**src/rtl/prng_arb_pkg.sv**
```systemverilog
// Shared types and default constants for the PRNG request arbiter.
// Contents: FSM state encoding, default LFSR seed and Galois feedback taps.
package prng_arb_pkg;

  typedef enum logic [1:0] {
    IDLE = 2'd0,
    STEP = 2'd1,
    ACK  = 2'd2
  } prng_arb_state_e;

  // Defaults for a 32-bit maximal-length Galois LFSR.
  localparam logic [31:0] DefaultSeed   = 32'h0000_0001;
  localparam logic [31:0] DefaultCoeffs = 32'h8000_0057;

endpackage

```
**src/rtl/prng_rr_arbiter.sv**
```systemverilog
// Combinational round-robin pick: returns the first asserted request index
// strictly after 'last', searching upward with wrap-around.
// Ports:
//   req       in   NumReq  request levels
//   last      in   IdxW    index that won the previous arbitration
//   gnt_idx   out  IdxW    winning index (0 when gnt_valid is low)
//   gnt_valid out  1       any request asserted
module prng_rr_arbiter #(
  parameter int unsigned NumReq = 4,
  parameter int unsigned IdxW   = (NumReq > 1) ? $clog2(NumReq) : 1
) (
  input  logic [NumReq-1:0] req,
  input  logic [IdxW-1:0]   last,
  output logic [IdxW-1:0]   gnt_idx,
  output logic              gnt_valid
);

  // Scan offsets 1..NumReq so 'last' itself is considered only after all others.
  always_comb begin
    int unsigned cand;
    cand      = 0;
    gnt_idx   = '0;
    gnt_valid = 1'b0;
    for (int unsigned off = 1; off <= NumReq; off++) begin
      cand = (32'(last) + off) % NumReq;
      if (!gnt_valid && req[IdxW'(cand)]) begin
        gnt_valid = 1'b1;
        gnt_idx   = IdxW'(cand);
      end
    end
  end

endmodule

```
**src/rtl/prng_req_arbiter.sv**
```systemverilog
// Shared pseudo-random number server: one Galois LFSR, advanced Steps times per
// grant, handing a fresh word to round-robin-selected requesters.
// Ports:
//   clk_i        in   1       clock, rising edge
//   rst_i        in   1       asynchronous active-high reset
//   req_i        in   NumReq  request levels, held until ack
//   ack_o        out  NumReq  one-hot single-cycle ack; data_o valid with it
//   data_o       out  OutDw   random word, held until the next grant
//   seed_valid_i in   1       reseed request
//   seed_i       in   LfsrDw  reseed value (zero selects Seed)
//   seed_ready_o out  1       reseed accepted when high with seed_valid_i
//   busy_o       out  1       FSM is not idle
module prng_req_arbiter
  import prng_arb_pkg::*;
#(
  parameter int unsigned        NumReq = 4,
  parameter int unsigned        LfsrDw = 32,
  parameter int unsigned        OutDw  = 16,
  parameter int unsigned        Steps  = 4,
  parameter logic [LfsrDw-1:0]  Seed   = LfsrDw'(DefaultSeed),
  parameter logic [LfsrDw-1:0]  Coeffs = LfsrDw'(DefaultCoeffs)
) (
  input  logic              clk_i,
  input  logic              rst_i,
  input  logic [NumReq-1:0] req_i,
  output logic [NumReq-1:0] ack_o,
  output logic [OutDw-1:0]  data_o,
  input  logic              seed_valid_i,
  input  logic [LfsrDw-1:0] seed_i,
  output logic              seed_ready_o,
  output logic              busy_o
);

  localparam int unsigned IdxW = (NumReq > 1) ? $clog2(NumReq) : 1;
  localparam int unsigned CntW = $clog2(Steps + 1);

  prng_arb_state_e     state_q, state_d;
  logic [LfsrDw-1:0]   lfsr_q, lfsr_d, lfsr_adv;
  logic [CntW-1:0]     cnt_q, cnt_d;
  logic [IdxW-1:0]     gnt_q, gnt_d, last_q, last_d;
  logic [OutDw-1:0]    data_q, data_d;
  logic [NumReq-1:0]   ack_q, ack_d;
  logic                ready_q, ready_d, busy_q, busy_d;
  logic [IdxW-1:0]     rr_idx;
  logic                rr_valid;

  prng_rr_arbiter #(
    .NumReq (NumReq),
    .IdxW   (IdxW)
  ) u_rr (
    .req       (req_i),
    .last      (last_q),
    .gnt_idx   (rr_idx),
    .gnt_valid (rr_valid)
  );

  // One Galois step; an all-zero result would lock the LFSR, so recover to Seed.
  always_comb begin
    lfsr_adv = (lfsr_q >> 1) ^ ({LfsrDw{lfsr_q[0]}} & Coeffs);
    if (lfsr_adv == '0) begin
      lfsr_adv = Seed;
    end
  end

  // Next-state and registered-output computation.
  always_comb begin
    state_d = state_q;
    lfsr_d  = lfsr_q;
    cnt_d   = cnt_q;
    gnt_d   = gnt_q;
    last_d  = last_q;
    data_d  = data_q;
    ack_d   = '0;

    unique case (state_q)
      IDLE: begin
        // Reseed wins over requests; requests are arbitrated next cycle.
        if (seed_valid_i) begin
          lfsr_d = (seed_i == '0) ? Seed : seed_i;
        end else if (rr_valid) begin
          gnt_d   = rr_idx;
          cnt_d   = CntW'(Steps);
          state_d = STEP;
        end
      end
      STEP: begin
        lfsr_d = lfsr_adv;
        cnt_d  = cnt_q - CntW'(1);
        if (cnt_q == CntW'(1)) begin
          data_d  = lfsr_adv[OutDw-1:0];
          state_d = ACK;
          // Ack is registered, so it is qualified by the request one cycle early.
          if (req_i[gnt_q]) begin
            ack_d[gnt_q] = 1'b1;
          end
        end
      end
      ACK: begin
        last_d  = gnt_q;
        state_d = IDLE;
      end
      default: begin
        state_d = IDLE;
      end
    endcase

    busy_d  = (state_d != IDLE);
    ready_d = (state_d == IDLE);
  end

  // State and output registers.
  always_ff @(posedge clk_i or posedge rst_i) begin
    if (rst_i) begin
      state_q <= IDLE;
      lfsr_q  <= Seed;
      cnt_q   <= '0;
      gnt_q   <= '0;
      last_q  <= IdxW'(NumReq - 1);
      data_q  <= '0;
      ack_q   <= '0;
      ready_q <= 1'b1;
      busy_q  <= 1'b0;
    end else begin
      state_q <= state_d;
      lfsr_q  <= lfsr_d;
      cnt_q   <= cnt_d;
      gnt_q   <= gnt_d;
      last_q  <= last_d;
      data_q  <= data_d;
      ack_q   <= ack_d;
      ready_q <= ready_d;
      busy_q  <= busy_d;
    end
  end

  assign ack_o        = ack_q;
  assign data_o       = data_q;
  assign seed_ready_o = ready_q;
  assign busy_o       = busy_q;

endmodule

```
**config.mk**
```make
export PLATFORM = sky130hd
export DESIGN_NAME = prng_req_arbiter
export DESIGN_NICKNAME = d
export VERILOG_FILES = /design/src/rtl/prng_arb_pkg.sv /design/src/rtl/prng_rr_arbiter.sv /design/src/rtl/prng_req_arbiter.sv
export SDC_FILE = /design/constraint.sdc
export NUM_CORES = 1
export LEC_CHECK = 0
export CAP_MARGIN = 25
export CORE_MARGIN = 5
export CORE_UTILIZATION = 50
export CTS_CLUSTER_DIAMETER = 100
export DETAILED_ROUTE_END_ITERATION = 7
export PLACE_DENSITY = 0.78
export REMOVE_ABC_BUFFERS = 1
export SKIP_LAST_GASP = 1
export SYNTH_ARGS = -nofsm -noshare
export SYNTH_HDL_FRONTEND = slang
export SYNTH_SLANG_ARGS = --single-unit
```
**constraint.sdc**
```tcl
create_clock -name clk_i -period 2.3 [get_ports clk_i]
set_input_delay 0.46 -clock clk_i [delete_from_list [all_inputs] [get_ports clk_i]]
set_output_delay 0.46 -clock clk_i [all_outputs]
set_load 0.01 [all_outputs]
```
### Word-level counts from Yosys, hierarchy flattened

Index checks and enable logic that the tools add are counted.

| operators by class | value |
|---|---|
| $add $sub $neg | 5 |
| $lt $le $gt $ge | 6 |
| equality and inequality tests | 6 |
| muxes and demuxes | 34 |
| bitwise gates (word level) | 2 |
| reduce and logical (&&, ||, !) cells | 17 |

Operators by type and width:

| operator | count |
|---|---|
| $mux 32 | 3 |
| $logic_not 32->1 | 2 |
| $pmux 32 s2 | 1 |
| $xor 31x32->32 | 1 |
| $lt 2x3->1 const B | 5 |
| $mux 2 | 7 |
| $mux 4 | 3 |
| $bmux 1 s2 | 5 |
| $mux 1 | 10 |
| $mux 3 | 2 |
| $ne 2x2->1 const B | 3 |
| $pmux 3 s2 | 1 |
| $reduce_and 3->1 | 2 |
| $add 2x1->2 const B | 2 |
| $add 2x2->2 const B | 2 |
| $logic_and 1x1->1 | 4 |
| $logic_not 2->1 | 2 |
| $pmux 2 s2 | 1 |
| $reduce_and 2->1 | 2 |
| $reduce_bool 2->1 | 2 |
| $eq 3x1->1 const B | 1 |
| $logic_not 1->1 | 3 |
| $sub 3x1->3 const B | 1 |
| $demux 1 s2 | 1 |
| 4 further kinds | 4 |

| storage, ports and cells | value |
|---|---|
| bits in registers | 63 |
| bits of input ports | 39 |
| output and inout port bits | 22 |
| logic and storage cells | 79 |

### Longest topological paths before layout

Gate-level depths: netlist of run 1.

| depth | value |
|---|---|
| depth after elaboration | 17 |
| mapped depth | 8 |
| depth with buffers taken out | 7 |

### Hierarchy

From an unflattened synthesis of run 1, not the netlist that was laid out.

| second synthesis, totals | value |
|---|---|
| cell total of the unflattened synthesis | 281 |
| area total of the unflattened synthesis | 2971.6 µm² |

Modules (own cells, without submodules):

| module | times used | cells an instance | area each (µm²) | seq. area each (µm²) |
|---|---|---|---|---|
| prng_req_arbiter | 1 | 267 | 2880.3 | 1581.5 |
| prng_rr_arbiter | 1 | 14 | 91.3 | 0.0 |

### Least setup slack after synthesis of run 1

No wires, ideal clock.

| path | value |
|---|---|
| kind | reg2reg |
| start | register lfsr_q[0] |
| end | register data_q[10] (netlist: data_o[10]) |
| setup time | 0.121 ns |
| data arrival time | 1.476 ns |
| data required time | 2.179 ns |
| setup slack | 0.703 ns |
| stages on the path, launching flop included | 8 |
| buffers on the path | 2 |
| period minus slack after synthesis | 1.597 ns |
| cells stage by stage | dfstp_2 > buf_6 > xnor2_2 > nand4_1 > nor3_2 > nor2_2 > buf_6 > a22o_1 |

| on the way | value |
|---|---|
| longest elaborated chain between the ends | 3 |

Ends and longest elaborated chain:

| what | line | RTL |
|---|---|---|
| start, declared | prng_req_arbiter.sv:38 | `logic [LfsrDw-1:0] lfsr_q, lfsr_d, lfsr_adv;` |
| start signal, assigned | prng_req_arbiter.sv:125 | `lfsr_q <= lfsr_d;` |
| $xor 31x32->32 | prng_req_arbiter.sv:59 | `lfsr_adv = (lfsr_q >> 1) ^ ({LfsrDw{lfsr_q[0]}} & Coeffs);` |
| $logic_not 32->1 | prng_req_arbiter.sv:60 | `if (lfsr_adv == '0) begin` |
| $mux 32 | prng_req_arbiter.sv:60 |  |
| end signal, assigned | prng_req_arbiter.sv:129 | `data_q <= data_d;` |
| end, declared | prng_req_arbiter.sv:41 | `logic [OutDw-1:0] data_q, data_d;` |

No other way between the ends.
A chain may end at the register's enable or synchronous reset.

### Worst setup path after layout of run 1

| path | value |
|---|---|
| start | register lfsr_q[0] |
| end | register data_q[12] (netlist: data_o[12]) |

The elaborated chain is that of the path after synthesis.

==> results of run 1 <==
## flip-flops by register name (all words and copies together) (netlist names)
register and flops:
seed_ready_o 1, gnt_q 2, cnt_q 3, ack_o 4, last_q 2, lfsr_q 32
state_q 2, data_o 16, busy_o 1
## final cells by class
cell class / count / area [um2] / share of cell area (%)
well taps: 75 / 93.8 / 2.42
clock inverters: 7 / 97.6 / 2.52
clock buffers: 9 / 124 / 3.20
flip-flops and latches: 63 / 1580 / 40.8
inverters: 6 / 22.5 / 0.582
multi-input cells: 225 / 1270 / 32.9
repair buffers: 69 / 681 / 17.6
## Yosys cell counts
cell	n	area, um2
a22o_1	12	105
clkbuf_1	4	15.0
o22ai_1	2	12.5
xnor2_2	1	16.3
xnor2_1	2	17.5
o21ai_0	8	40.0
nor3_1	5	25.0
nor4_1	12	75.1
inv_2	2	7.51
a21oi_2	1	8.76
inv_1	4	15.0
a31oi_1	2	12.5
mux2i_1	1	10.0
nor2b_1	4	25.0
and3_1	1	6.26
xor2_1	2	17.5
nor3_2	1	10.0
mux2_2	3	33.8
o21ai_1	2	10.0
and3b_1	2	17.5
buf_2	12	60.1
nor4b_1	1	8.76
nand2b_1	4	25.0
ha_1	2	25.0
nand4_1	4	25.0
nor2_1	37	139
nor4_4	1	21.3
nor2_2	2	12.5
buf_6	2	22.5
dfstp_2	4	105
nor4_2	4	50.1
o31ai_1	1	7.51
a21oi_1	61	305
and4b_1	1	10.0
and4_1	2	17.5
nand2_1	42	158
o21bai_2	1	11.3
o21bai_1	1	7.51
dfrtp_1	59	1480
## power groups by stage
stage	combinational, mW	clock (mW)	sequential [mW]
floorplan	1.38	0	2.14
global placement	2.17	0	2.18
detailed placement	2.22	0	2.20
CTS	2.25	1.07	2.18
global route	2.51	1.12	2.26
finish	2.23	1.07	2.18
## metal layers
layer	GRT usage, %	up-vias	routed length (um)
met2	32.7	80	3730
met3	3.88	14	445
li1	-	1224	-
met4	8.07	0	146
met5	0	-	0
met1	28.3	1251	3090
## cells in the final DEF, fill, tap and decap left out, drive strengths merged, types with 2 or more instances in the layout
cell	n
nand2b	4
xor2	2
ha	2
a22o	12
and4	2
clkinv	3
bufinv	2
xnor2	3
dfrtp	59
a21oi	62
nand2	42
clkbuf	9
nor2b	4
inv	6
dfstp	4
nand4	4
nor4	17
clkinvlp	2
buf	9
o21ai	10
nor3	6
nor2	39
o21bai	2
clkdlybuf4s50	60
and3b	2
mux2	3
a31oi	2
o22ai	2
## worst min-delay path by stage
stage | startpoint | end | cells after the start
floorplan | lfsr_q[25] | lfsr_q[25] | 2
global placement | data_o[3] | data_o[3] | 2
detailed placement | data_o[4] | data_o[4] | 2
CTS | rst_i | lfsr_q[14] | 2
global route | data_o[4] | data_o[4] | 2
finish | rst_i | lfsr_q[1] | 2
## logic make-up (layout without fill, tap and decap cells)
kind of cell,count (synthesis),in the layout,share of synthesized area [%]
DFF,63,63,53.3
and+or+nand+nor,123,123,21.1
muxes,4,4,1.48
xor gates and xnor gates,5,5,1.73
buffers and inverters,24,91,4.05
adders and majority gates,2,2,0.843
AOI/OAI and AO/OA,91,91,17.5
## worst reg2reg max path, delay by kind of cell, from the launching register on
family          cells  cell delay [ns]
mux                 1             0.21
simple gates        3             0.64
compound gates      1             0.22
flops               1             0.71
## stage by stage
step | cells | power [mW]
floorplan | 294 | 3.51
finish | 454 | 5.48
global placement | 438 | 4.35
global route | 454 | 5.89
CTS | 454 | 5.51
detailed placement | 438 | 4.42
==> impl_results.md, run 1 <==
- Status: finished, final reports clean
- CTS tree: yes
- Final ANT Viol Nets: 0
- Clk sink count: 63
- Core area: between 0.005 and 0.006 mm2
- Critical path class: flip-flop to flip-flop
- DR iter-0 viols: approximately 150
- CP endpoint: data_o[12]
- Initial antenna violation count: 0
- Combinational power share: 40.6%
- Sequential share of the synthesized area: ~53%
- Post-DP HPWL: 5290 um
- Routability Congestion: between 0.8 and 0.9
- Slew headroom: 61.8%
- Layout cell share with drive strength beyond 1: 12.7%
- Critical Path Fanout Max: 13
- Fin Hold WS: roughly 0.48 ns
- Cell Area, Placed: 0.00365 mm2
- Final worst slack: between 0.4 and 0.5 ns
- Largest net degree at the start of global routing: 31
- RSZ-0062 raised after global routing: false
- CP Depth: 5
- Reg power frac: between 30% and 40%
- Setup TNS: 0 ns
- Actual slew at the worst max-slew pin: roughly 0.57 ns
- Initial core utilization: a little over 50%
- Syn Area/Cell: around 9.5 um2
- Worst-path clk slew: 0.08 ns
- Vert. Die Dim: between 80 and 90 um
- Setup Slack @ Placement: roughly 0.17 ns
- CP max stage cell: dfstp_2
- CP Buf/Inv Count: 0
- CTS max path bufs: 2
- Worst path max stage delay: 0.71 ns
- CTS buffer count: 9
- Via-to-Cell Ratio: roughly 5.7
- DRT Pass-1 Iters: 4
- Clk_lat worst skew: 0.34 ns
- Crit path cell chain: nor4_2 -> mux2i_1 -> nor3_2 -> nor2_2 -> a22o_1
- CTS H-tree lvls: 3
- Tmin final: roughly 1.8 ns
- CP Data Arrival Time: about 2.1 ns
- I/O Buffers: 60
- Final Util: ~66%
- Min-delay worst type: primary input to async pin
- Vias in the first global route: approximately 2500
- Leakage: around 1.6 nW
- IO Pins: 61
- Worst path top cell family by delay: flip-flops
- Power density cells: around 1400 mW/mm2
- Yosys warning total: 0
- DRC: 0
- # resized after CTS: 0
- Nature of the critical path startpoint: flip-flop
- Worst reg2reg endpoint: data_o[12]
- F_max: roughly 0.54 GHz
- Max-slew violations: 0
- Fin nets: roughly 420
- Die X: 87.0 um
- Vias: roughly 2600
- Layout Area Growth over Synthesis: 30.5%
- GRT overflow: 0
- Die ar.: ~0.0076 mm2
- Cells on worst reg2reg path: 5
- Cts-stage hold buffer count: 0
- Design area: a little under 0.004 mm2
- Crit. Startpoint: lfsr_q[0]
- Skew final: just over 0.01 ns
- Tot GR Track Use: between 20% and 30%
- Fin crit share: around 80%
- Sw power: 2.14 mW
- Row count: 28
- Post-synthesis instance total: 312
- Post-CTS Setup Bufs: 0
- Worst R2R Setup Slack: 0.46 ns
- Routed WL per cell: 16.3 um
- Clk root buf: clkbuf_8
- Filler cells: ~460
- Max-cap violation count: 0
- Crit. End Element: flip-flop
- Critical path required time: approximately 2.6 ns
- Flops & latches, synth: 63
- Internal: ~3.3 mW
- Area of the mapped netlist: 0.00297 mm2
- Global-route wire length before repair: between 10000 and 15000 um
- Net Sw Frac: 39.0%
- # diodes: 0
- DRT Wirelength: roughly 7400 um
- Max VDD drop: between 700 and 800 uV
- Library cells used by synthesis: 39
- Worst r2r src: lfsr_q[0]
- Count of final hold-check violations: 0
- Setup violations, final: 0
- Clock share of power: 19.5%
(Power assumes the default switching activity.)
==> run 2: changes to the inputs <==
--- a/config.mk
+++ b/config.mk
@@ -7,10 +7,10 @@
 export LEC_CHECK = 0
 export CAP_MARGIN = 25
 export CORE_MARGIN = 5
-export CORE_UTILIZATION = 50
+export CORE_UTILIZATION = 46
 export CTS_CLUSTER_DIAMETER = 100
 export DETAILED_ROUTE_END_ITERATION = 7
-export PLACE_DENSITY = 0.78
+export PLACE_DENSITY = 0.76
 export REMOVE_ABC_BUFFERS = 1
 export SKIP_LAST_GASP = 1
 export SYNTH_ARGS = -nofsm -noshare
==> constraint.sdc (replaced) <==
create_clock -name clk_i -period 1.64 [get_ports clk_i]
set_input_delay 0.328 -clock clk_i [delete_from_list [all_inputs] [get_ports clk_i]]
set_output_delay 0.328 -clock clk_i [all_outputs]
set_load 0.01 [all_outputs]
==> run 2 against run 1 <==
Compared with the run above:
- count of clock-buffer cells in the layout rose by 4
- die area increased by 7.7%
- cell area rose by 9.6%
- final cell count is 10% higher
- fmax rose by 15%
- global-route usage down 0.99 points
- worst hold slack worse by 0.17 ns
- combinational power rose by 65%
- via count is 7.2% higher
- worst setup slack worse by 0.42 ns
- clock power increased by 32%
- clock skew decreased by 0.0040 ns
==> impl_results.md, run 2 (synthesis gave the netlist of run 1 again) <==
- Nature of the critical path startpoint: flip-flop
- Largest net degree at the start of global routing: 31 (unchanged)
- Cells on worst reg2reg path: 5 (unchanged)
- # diodes: 0 (unchanged)
- DR iter-0 viols: 172 (+16%)
- Actual slew at the worst max-slew pin: 0.418 ns (-0.154 ns)
- Status: finished, final reports clean
- Vert. Die Dim: 90.3 um (+3.8%)
- Most common cell after layout, fill and taps aside: a21oi_1
- Count of final hold-check violations: 0 (unchanged)
- Worst path max stage delay: 0.61 ns (-0.10 ns)
- DRC: 0 (unchanged)
- Routed WL per cell: 15.6 um (-4.6%)
- CTS buffer count: 9 (unchanged)
- Crit path cell chain: xnor2_2 -> nand4_1 -> nor3_4 -> nor2_4 -> a22o_1
- Max reg flops: 32 (unchanged)
- Row count: 29 (+3.6%)
- Clk sink count: 63 (unchanged)
- Tot GR Track Use: 19.7% (-0.99 points)
- Initial antenna violation count: 0 (unchanged)
- Max-cap violation count: 0 (unchanged)
- CTS max path bufs: 2 (unchanged)
- DRT Pass-1 Iters: 4 (unchanged)
- Routability Congestion: 0.861 (+4.4%)
- GRT overflow: 0 (unchanged)
- Worst reg2reg endpoint: data_o[1]
- Leakage: 1.88 nW (+15%)
- Fin crit share: 98.0% (+18 points)
- Tmin final: 1.61 ns (-0.236 ns)
- Worst r2r src: lfsr_q[0]
- Layout cell share with drive strength beyond 1: 22.5% (+9.8 points)
- Max-slew violations: 0 (unchanged)
- Vias in the first global route: 2737 (+9.4%)
- Clk_lat worst skew: 0.34 ns (about the same)
- Crit. End Element: flip-flop
- Crit. Startpoint: lfsr_q[0]
- CTS H-tree lvls: 3 (unchanged)
- Die ar.: 0.00816 mm2 (+7.7%)
- CTS tree: yes
- CP Data Arrival Time: 1.82 ns (-0.29 ns)
- Vias: 2754 (+7.2%)
- Final ANT Viol Nets: 0 (unchanged)
- Most frequent cells in the layout: a21oi_1, dfrtp_1, clkdlybuf4s50_1, buf_4, nand2_1
- Max VDD drop: 995 uV (+30%)
- CP endpoint: data_o[1]
- Worst-path clk slew: 0.07 ns (about the same)
- Critical Path Fanout Max: 13 (unchanged)
- Critical path class: flip-flop to flip-flop
- Fin nets: 459 (+11%)
- Power density cells: 1910 mW/mm2 (+35%)
- Biggest register: lfsr_q
- F_max: 0.622 GHz (+15%)
- Initial core utilization: 47.0% (-3.7 points)
- Skew final: 0.00630 ns (-0.00396 ns)
- Clk root buf: clkbuf_8
- Slew headroom: 72.1% (+10 points)
- Layout Area Growth over Synthesis: 43.0%
- Die X: 90.3 um (+3.8%)
- I/O Buffers: 60 (unchanged)
- Via-to-Cell Ratio: 5.51 (-2.7%)
- CP max stage cell: dfstp_2
- Setup TNS: 0 ns (unchanged)
- Global-route wire length before repair: 13100 um (+7.3%)
- Design area: 0.00424 mm2 (+9.6%)
- Worst R2R Setup Slack: 0.03 ns (-0.42 ns)
- Critical path required time: 1.86 ns (-0.71 ns)
- Cell Area, Placed: 0.00397 mm2 (+8.7%)
- Cts-stage hold buffer count: 0 (unchanged)
- DRT Wirelength: 7780 um (+5.0%)
- Core area: 0.00631 mm2 (+7.9%)
- IO Pins: 61 (unchanged)
- Post-DP HPWL: 5650 um (+6.8%)
- Setup violations, final: 0 (unchanged)
- Min-delay worst type: primary input to async pin
- RSZ-0062 raised after global routing: true
==> run 2: worst min-delay path by stage <==
stage / start / endpoint / slack, ns / depth (start not counted)
2_1_floorplan: req_i[1] / ack_o[1] / 0.45 / 2
3_3_place_gp: data_o[4] / data_o[4] / 0.46 / 2
3_5_place_dp: data_o[3] / data_o[3] / 0.47 / 2
4_1_cts: rst_i / gnt_q[0] / 0.32 / 2
5_1_grt: rst_i / gnt_q[0] / 0.34 / 2
6_report: rst_i / state_q[0] / 0.31 / 2
==> run 2: report_power, final <==
group	leakage (nW)	switching (mW)	internal, mW	total, mW
Sequential	0.753	0.678	2.34	3.01
Clock	0.109	0.588	0.822	1.41
Combinational	1.02	1.84	1.84	3.68
Total	1.88	3.10	5.00	8.10
==> run 2: critical path, delay by kind of cell (launching register included) <==
family,cells,cell delay (ns)
AOI/OAI and AO/OA,1,0.20
xor gates and xnor gates,1,0.15
DFF,1,0.61
and+or+nand+nor,3,0.52
==> run 2: per-stage QoR <==
stage / utilization (%) / total power [mW] / hold slack [ns] / cells / worst slack (ns)
after detailed placement: 62.9 / 6.58 / 0.466 / 482 / -0.178
final: 67.2 / 8.10 / 0.310 / 500 / 0.0330
after CTS: 66.7 / 8.05 / 0.318 / 500 / -0.00191
after global routing: 67.2 / 8.69 / 0.342 / 500 / -0.0874
after global placement: 62.9 / 6.45 / 0.463 / 482 / -0.144
after floorplan: - / 4.93 / 0.449 / 294 / -1.35
==> run 2: area by class of cell <==
cell class | instances | area (um2)
fill | 484 | 2070
sequential | 63 | 1580
multi-input combinational | 225 | 1330
timing repair buffer | 113 | 1010
clock buffer | 13 | 169
tap | 77 | 96.3
clock inverter | 3 | 40.0
inverter | 6 | 22.5
==> run 2: per-layer routing <==
metal | track usage, % | vias to the layer above | share of wire (%)
met2 | 32.9 | 108 | 50
li1 | - | 1313 | -
met5 | 0 | - | 0
met1 | 25.2 | 1319 | 42
met3 | 3.42 | 14 | 6.3
met4 | 8.44 | 0 | 1.5
==> run 2: what timing repair did <==
item	4_1_cts	5_1_grt
setup buffers	2	0
pin swaps	1	5
endpoints found under the setup margin	14	16
resized for setup	4	5
hold endpoints to repair	0	0
